$ cat src/rtl/dma_pkg.sv
`default_nettype none
// ============================================================================
// Package : dma_pkg
// Brief   : Shared state encoding, config register map and CTRL bit positions
//           for the hold/holdACK block-copy engine.
// Rev     : 1.0  initial release
// ============================================================================
package dma_pkg;

  typedef enum logic [2:0] {
    S_IDLE = 3'd0,
    S_REQ  = 3'd1,
    S_RD   = 3'd2,
    S_WR   = 3'd3,
    S_REL  = 3'd4,
    S_DONE = 3'd5
  } dma_state_t;

  localparam logic [4:0] c_a_src  = 5'b11000;
  localparam logic [4:0] c_a_dst  = 5'b11001;
  localparam logic [4:0] c_a_len  = 5'b11010;
  localparam logic [4:0] c_a_ctrl = 5'b11011;

  localparam int c_ctrl_start = 0;
  localparam int c_ctrl_clr   = 1;

endpackage
`default_nettype wire

$ cat src/rtl/dma_hold_master_if.sv
`default_nettype none
// ============================================================================
// Interface : dma_hold_master_if
// Brief     : Config write port, CPU hold handshake and data-memory port.
// Rev       : 1.0  initial release
// ============================================================================
interface dma_hold_master_if #(
  parameter int wide = 32
);
  logic            cfg_we;
  logic [4:0]      cfg_addr;
  logic [wide-1:0] cfg_data;
  logic            hold;
  logic            hold_ack;
  logic            mem_we;
  logic [wide-1:0] mem_addr;
  logic [wide-1:0] mem_wd;
  logic [wide-1:0] mem_rd;
  logic            busy;
  logic            done;

  modport master (
    input  cfg_we, cfg_addr, cfg_data, hold_ack, mem_rd,
    output hold, mem_we, mem_addr, mem_wd, busy, done
  );

  modport slave (
    output cfg_we, cfg_addr, cfg_data, hold_ack, mem_rd,
    input  hold, mem_we, mem_addr, mem_wd, busy, done
  );
endinterface
`default_nettype wire

$ cat src/rtl/dma_cfg_regs.sv
`default_nettype none
// ============================================================================
// Module : dma_cfg_regs
// Brief  : SRC/DST/LEN config registers, address stepping and sticky done flag.
// Rev    : 1.0  initial release
// ============================================================================
module dma_cfg_regs
  import dma_pkg::*;
#(
  parameter int         wide   = 32,
  parameter logic [4:0] A_SRC  = c_a_src,
  parameter logic [4:0] A_DST  = c_a_dst,
  parameter logic [4:0] A_LEN  = c_a_len,
  parameter logic [4:0] A_CTRL = c_a_ctrl
) (
  input  wire             clk,
  input  wire             rst,
  input  wire             i_cfg_we,
  input  wire [4:0]       i_cfg_addr,
  input  wire [wide-1:0]  i_cfg_data,
  input  wire             i_cfg_open,
  input  wire             i_step,
  input  wire             i_set_done,
  output logic [wide-1:0] o_src,
  output logic [wide-1:0] o_dst,
  output logic [wide-1:0] o_len,
  output logic            o_done,
  output logic            o_start
);

  logic [wide-1:0] r_src;
  logic [wide-1:0] r_dst;
  logic [wide-1:0] r_len;
  logic            r_done;
  logic            w_wr_src;
  logic            w_wr_dst;
  logic            w_wr_len;
  logic            w_clr;

  assign w_wr_src = i_cfg_we && i_cfg_open && (i_cfg_addr == A_SRC);
  assign w_wr_dst = i_cfg_we && i_cfg_open && (i_cfg_addr == A_DST);
  assign w_wr_len = i_cfg_we && i_cfg_open && (i_cfg_addr == A_LEN);
  assign o_start  = i_cfg_we && i_cfg_open && (i_cfg_addr == A_CTRL) && i_cfg_data[c_ctrl_start];
  // Clearing done is honoured in any state, unlike every other write
  assign w_clr    = i_cfg_we && (i_cfg_addr == A_CTRL) && i_cfg_data[c_ctrl_clr];

  always_ff @(posedge clk or posedge rst) begin
    if (rst) begin
      r_src  <= '0;
      r_dst  <= '0;
      r_len  <= '0;
      r_done <= 1'b0;
    end else begin
      if (i_step) begin
        r_src <= r_src + wide'(4);
        r_dst <= r_dst + wide'(4);
      end else begin
        if (w_wr_src) r_src <= {i_cfg_data[wide-1:2], 2'b00};
        if (w_wr_dst) r_dst <= {i_cfg_data[wide-1:2], 2'b00};
      end
      if (w_wr_len) r_len <= {{(wide-16){1'b0}}, i_cfg_data[15:0]};
      // A set on the same edge wins: CTRL=3 with LEN=0 clears then completes
      if (i_set_done)  r_done <= 1'b1;
      else if (w_clr)  r_done <= 1'b0;
    end
  end

  assign o_src  = r_src;
  assign o_dst  = r_dst;
  assign o_len  = r_len;
  assign o_done = r_done;

endmodule
`default_nettype wire

$ cat src/rtl/dma_hold_master.sv
`default_nettype none
// ============================================================================
// Module : dma_hold_master
// Brief  : Memory-to-memory copy engine that requests the CPU bus via hold.
// Rev    : 1.0  initial release
// ============================================================================
module dma_hold_master
  import dma_pkg::*;
#(
  parameter int         wide   = 32,
  parameter logic [4:0] A_SRC  = c_a_src,
  parameter logic [4:0] A_DST  = c_a_dst,
  parameter logic [4:0] A_LEN  = c_a_len,
  parameter logic [4:0] A_CTRL = c_a_ctrl
) (
  input  wire               clk,
  input  wire               rst,
  dma_hold_master_if.master bus
);

  dma_state_t      r_state;
  dma_state_t      w_state_nxt;
  logic [wide-1:0] r_cnt;
  logic [wide-1:0] w_cnt_nxt;
  logic [wide-1:0] r_buf;
  logic [wide-1:0] w_buf_nxt;
  logic [wide-1:0] w_src;
  logic [wide-1:0] w_dst;
  logic [wide-1:0] w_len;
  logic            w_done;
  logic            w_start;
  logic            w_step;
  logic            w_set_done;
  logic            w_cfg_open;

  assign w_cfg_open = (r_state == S_IDLE) || (r_state == S_DONE);

  dma_cfg_regs #(
    .wide   (wide),
    .A_SRC  (A_SRC),
    .A_DST  (A_DST),
    .A_LEN  (A_LEN),
    .A_CTRL (A_CTRL)
  ) u_cfg (
    .clk        (clk),
    .rst        (rst),
    .i_cfg_we   (bus.cfg_we),
    .i_cfg_addr (bus.cfg_addr),
    .i_cfg_data (bus.cfg_data),
    .i_cfg_open (w_cfg_open),
    .i_step     (w_step),
    .i_set_done (w_set_done),
    .o_src      (w_src),
    .o_dst      (w_dst),
    .o_len      (w_len),
    .o_done     (w_done),
    .o_start    (w_start)
  );

  always_ff @(posedge clk or posedge rst) begin
    if (rst) begin
      r_state <= S_IDLE;
      r_cnt   <= '0;
      r_buf   <= '0;
    end else begin
      r_state <= w_state_nxt;
      r_cnt   <= w_cnt_nxt;
      r_buf   <= w_buf_nxt;
    end
  end

  // RD/WR only advance while granted; a withdrawn grant freezes the step
  always_comb begin
    w_state_nxt = r_state;
    w_cnt_nxt   = r_cnt;
    w_buf_nxt   = r_buf;
    w_step      = 1'b0;
    w_set_done  = 1'b0;
    case (r_state)
      S_IDLE, S_DONE: begin
        if (w_start) begin
          if (w_len == '0) begin
            w_state_nxt = S_DONE;
            w_set_done  = 1'b1;
          end else begin
            w_cnt_nxt   = w_len;
            w_state_nxt = S_REQ;
          end
        end
      end
      S_REQ: begin
        if (bus.hold_ack) w_state_nxt = S_RD;
      end
      S_RD: begin
        if (bus.hold_ack) begin
          w_buf_nxt   = bus.mem_rd;
          w_state_nxt = S_WR;
        end
      end
      S_WR: begin
        if (bus.hold_ack) begin
          w_step      = 1'b1;
          w_cnt_nxt   = r_cnt - wide'(1);
          w_state_nxt = (r_cnt == wide'(1)) ? S_REL : S_RD;
        end
      end
      S_REL: begin
        if (!bus.hold_ack) begin
          w_state_nxt = S_DONE;
          w_set_done  = 1'b1;
        end
      end
      default: w_state_nxt = S_IDLE;
    endcase
  end

  assign bus.hold     = (r_state == S_REQ) || (r_state == S_RD) || (r_state == S_WR);
  assign bus.mem_we   = (r_state == S_WR) && bus.hold_ack;
  assign bus.mem_addr = (r_state == S_RD) ? w_src :
                        (r_state == S_WR) ? w_dst : '0;
  assign bus.mem_wd   = (r_state == S_WR) ? r_buf : '0;
  assign bus.busy     = !w_cfg_open;
  assign bus.done     = w_done;

endmodule
`default_nettype wire

$ cat src/flat_wrapper.sv
// flat-port wrapper written by rule: the top's interface ports become plain ports
module dma_hold_master_flat import dma_pkg::*;
#(
  parameter int         wide   = 32,
  parameter logic [4:0] A_SRC  = c_a_src,
  parameter logic [4:0] A_DST  = c_a_dst,
  parameter logic [4:0] A_LEN  = c_a_len,
  parameter logic [4:0] A_CTRL = c_a_ctrl
)
  (clk, rst, bus_cfg_we, bus_cfg_addr, bus_cfg_data, bus_hold_ack, bus_mem_rd, bus_hold, bus_mem_we, bus_mem_addr, bus_mem_wd, bus_busy, bus_done);
  dma_hold_master_if #(.wide(wide)) bus_i ();
  input  wire clk;
  input  wire rst;
  input wire logic [$bits(bus_i.cfg_we)-1:0] bus_cfg_we;
  input wire logic [$bits(bus_i.cfg_addr)-1:0] bus_cfg_addr;
  input wire logic [$bits(bus_i.cfg_data)-1:0] bus_cfg_data;
  input wire logic [$bits(bus_i.hold_ack)-1:0] bus_hold_ack;
  input wire logic [$bits(bus_i.mem_rd)-1:0] bus_mem_rd;
  output wire logic [$bits(bus_i.hold)-1:0] bus_hold;
  output wire logic [$bits(bus_i.mem_we)-1:0] bus_mem_we;
  output wire logic [$bits(bus_i.mem_addr)-1:0] bus_mem_addr;
  output wire logic [$bits(bus_i.mem_wd)-1:0] bus_mem_wd;
  output wire logic [$bits(bus_i.busy)-1:0] bus_busy;
  output wire logic [$bits(bus_i.done)-1:0] bus_done;
  assign bus_i.cfg_we = bus_cfg_we;
  assign bus_i.cfg_addr = bus_cfg_addr;
  assign bus_i.cfg_data = bus_cfg_data;
  assign bus_i.hold_ack = bus_hold_ack;
  assign bus_i.mem_rd = bus_mem_rd;
  assign bus_hold = bus_i.hold;
  assign bus_mem_we = bus_i.mem_we;
  assign bus_mem_addr = bus_i.mem_addr;
  assign bus_mem_wd = bus_i.mem_wd;
  assign bus_busy = bus_i.busy;
  assign bus_done = bus_i.done;
  dma_hold_master #(.wide(wide), .A_SRC(A_SRC), .A_DST(A_DST), .A_LEN(A_LEN), .A_CTRL(A_CTRL)) u_core (.clk(clk), .rst(rst), .bus(bus_i));
endmodule
$ cat config.mk
export PLATFORM = sky130hd
export DESIGN_NAME = dma_hold_master_flat
export DESIGN_NICKNAME = d
export VERILOG_FILES = /design/src/rtl/dma_pkg.sv /design/src/rtl/dma_hold_master_if.sv /design/src/rtl/dma_cfg_regs.sv /design/src/rtl/dma_hold_master.sv /design/src/flat_wrapper.sv
export SDC_FILE = /design/constraint.sdc
export NUM_CORES = 1
export LEC_CHECK = 0
export CAP_MARGIN = 20
export CORE_UTILIZATION = 35
export DETAILED_ROUTE_END_ITERATION = 6
export HOLD_SLACK_MARGIN = 0.05
export PLACE_DENSITY = 0.64
export SLEW_MARGIN = 30
export SYNTH_ARGS = -nofsm -noshare
export SYNTH_HDL_FRONTEND = slang
export SYNTH_HIERARCHICAL = 1
export SYNTH_SLANG_ARGS = --single-unit
$ cat constraint.sdc
create_clock -name clk -period 4.7 [get_ports clk]
set_input_delay 0.94 -clock clk [delete_from_list [all_inputs] [get_ports clk]]
set_output_delay 0.94 -clock clk [all_outputs]
set_load 0.005 [all_outputs]
==> results.json <==
{
  "status": "finished clean",
  "gp_congestion": 0.891,
  "viasPerCell": 6.00,
  "total_leakage_power_nw": 4.32,
  "worst_pin_slew_ns": 0.938,
  "cts_inserted_buffers": 17,
  "grt_pass1_vias": 8022,
  "yosys_warnings": 6,
  "crit_arrival_ns": 2.81,
  "cp-startpoint": "u_core/r_state[2]",
  "fin_crit_ns": 3.75,
  "synth_edf_count": 0,
  "clk_pin_slew_worst_paths_ns": 0.06,
  "wl_per_cell_um": 20.3,
  "synth_area_per_cell_um2": 9.49,
  "dieArea_um2": 26000,
  "hold_buffers": 0,
  "first_iter_violations": 721,
  "clock_sinks": 144,
  "grt_overflow": 0,
  "htreeDepth": 4,
  "power_mw": 6.36,
  "hold_viol": 0,
  "cts_tree": "yes",
  "synth_top_area_cell": "dfrtp_1",
  "synth_compound_area_frac": 0.194,
  "endpoint": "bus_mem_addr[9]",
  "top_level_ports": 141,
  "synth_xor_area_frac": 0.00890,
  "insertion_delay_ns": 0.42,
  "drive_above_1_share": 0.121,
  "ff2ff_path_depth": 8,
  "multi_input_area_um2": 4880,
  "setup_viol": 0,
  "synthToLayoutAreaGrowth_pct": 25.3,
  "rsz0062_at_grt": "no",
  "worstPathCellList": "inv_1, and3_2, buf_12, a22o_1, clkdlybuf4s50_1",
  "hold_class": "reg2reg",
  "path_class": "reg2out",
  "synth_top_area_frac": 0.407,
  "nets": 1126,
  "drt-total-wl_um": 28100,
  "fin_skew_ns": 0.0137,
  "antenna_cells": 0,
  "final_antenna_net_count": 0,
  "place_ws_ns": 0.907,
  "max_freq_ghz": 0.267,
  "synthMuxAreaShare": 0.0894,
  "synthesis.area_um2": 8860,
  "final_cell_mix": "dfrtp_1, clkdlybuf4s50_1, nor2_1, nand2_1, mux2_2",
  "timing.rr.end": "u_core/r_cnt[19]",
  "dieWidth_um": 161,
  "fin_ws_ns": 0.954,
  "synth_top_family_by_area": "simple AND/OR/NAND/NOR gates",
  "grt_first_pass_wirelength_um": 44700,
  "antenna_found_initial": 0,
  "start_kind": "flip-flop",
  "synth_simple_gate_area_frac": 0.243,
  "fill_cells": 2366,
  "dp_hpwl_um": 20000,
  "cts_resized": 0,
  "synth_cells": 934,
  "slowest_delay_ns": 0.58,
  "cp_max_fo": 44,
  "layout.area.seq_um2": 3600,
  "coreArea_um2": 24600,
  "portBuffers": 138,
  "first_pass_iters": 5,
  "cp-end-kind": "primary output",
  "drc_errors": 0,
  "start_util": 0.360,
  "peakVddDrop_uv": 296,
  "slowest_stage": "and3_2",
  "yosys-top-cells-area": "dfrtp_1, mux2_2, a22o_1, nor3_1, mux2i_1",
  "ys_seq_elements": 144,
  "synth.distinct_cells": 75,
  "grt_usage": 0.218,
  "rows": 57,
  "synth_fa_ha_area_frac": 0.00565,
  "slew-limit-headroom": 0.372,
  "clock_path_buffers": 2,
  "fin_setup_tns_ns": 0,
  "async_flop_share": 1.00,
  "cts_root_buf": "clkbuf_16",
  "r2r_start": "u_core/r_state[2]",
  "max_cap_viol_count": 0,
  "grt_max_degree": 63,
  "fin_util": 0.451,
  "worstPathRequired_ns": 3.76,
  "worst-r2r-setup-slack_ns": 1.32,
  "layout_worst_path_cycle_share": 0.797,
  "ys_seq_area_frac": 0.407,
  "cts_setup_buffers": 0,
  "final_common_cell": "dfrtp_1",
  "synth-main-ff-cell": "dfrtp_1",
  "vias": 8322,
  "drv_slew": 0,
  "die_h_um": 161,
  "powerDensity_nw_per_um2": 573
}
-- cell type report --
cell class | count | share of cell area
inverter | 20 | 0.00721
sequential | 144 | 0.324
clock buffer | 17 | 0.0383
timing repair buffer | 154 | 0.136
clock inverter | 15 | 0.0178
tap | 324 | 0.0365
multi-input combinational | 712 | 0.439
-- sequential cells by signal, indices dropped and copies added (netlist names) --
| register | cells |
|---|---|
| u_core/u_cfg/o_src | 30 |
| u_core/r_buf | 32 |
| u_core/r_cnt | 32 |
| u_core/u_cfg/o_dst | 30 |
| u_core/u_cfg/o_done | 1 |
| u_core/r_state | 3 |
| u_core/u_cfg/o_len | 16 |
-- stage by stage --
| stage | cells | area (um^2) | hold slack, ns |
|---|---|---|---|
| 2_1_floorplan | 953 | 8930 | 0.469 |
| 3_3_place_gp | 1354 | 10500 | 0.480 |
| 3_5_place_dp | 1354 | 10500 | 0.487 |
| 4_1_cts | 1386 | 11100 | 0.503 |
| 5_1_grt | 1386 | 11100 | 0.515 |
| 6_report | 1386 | 11100 | 0.497 |
-- how the worst min path moves through the flow --
stage | from | to | cells after the start
final | u_core/r_buf[8] | u_core/r_buf[8] | 1
after floorplan | u_core/u_cfg/o_src[30] | u_core/u_cfg/o_src[30] | 1
after detailed placement | u_core/r_buf[23] | u_core/r_buf[23] | 1
after global routing | u_core/r_buf[19] | u_core/r_buf[19] | 1
after global placement | u_core/r_buf[23] | u_core/r_buf[23] | 1
after CTS | u_core/r_buf[23] | u_core/r_buf[23] | 1
-- report_power, final --
part	leakage (nW)	total [mW]	internal, mW	switching, mW
Clock	0.305	1.45	0.856	0.592
Combinational	2.27	2.61	1.41	1.20
Sequential	1.75	2.30	1.70	0.601
Total	4.32	6.36	3.97	2.40
-- kinds of logic after synthesis --
family | Yosys count
other | 1
muxes | 73
and+or+nand+nor | 378
adders and majority gates | 4
DFF | 144
buffers and inverters | 97
xor gates and xnor gates | 9
AOI/OAI and AO/OA | 228
-- routing by layer --
layer / routed length (um) / up-vias / share of wire / GRT usage
met5: 0 / - / 0 / 0
met4: 544 / 0 / 0.019 / 0.0720
met3: 2020 / 36 / 0.072 / 0.0470
met2: 13400 / 359 / 0.48 / 0.356
met1: 12100 / 4094 / 0.43 / 0.286
li1: - / 3833 / - / -
-- critical path, delay by kind of cell (launching register included) --
kind	cells	cell delay, ns
DFF	1	0.57
and+or+nand+nor	1	0.58
AOI/OAI and AO/OA	1	0.19
buffers and inverters	3	1.00
-- Yosys cell counts, types with 17 or more instances --
library cell and count:
dfrtp_1 144, nor2_1 56, nand2_1 52, mux2_2 49, nor3_1 49, nand3_1 44
and2_1 38, clkbuf_1 36, a22o_1 32, nand4_1 27, a21oi_1 25, o21ai_0 25
mux2i_1 24, nor4_1 24, a211oi_1 21, a311oi_1 21, and3_1 20, buf_4 20
buf_2 19, inv_1 18, or4_1 17
No activity file was read; power rests on OpenSTA's default activity.
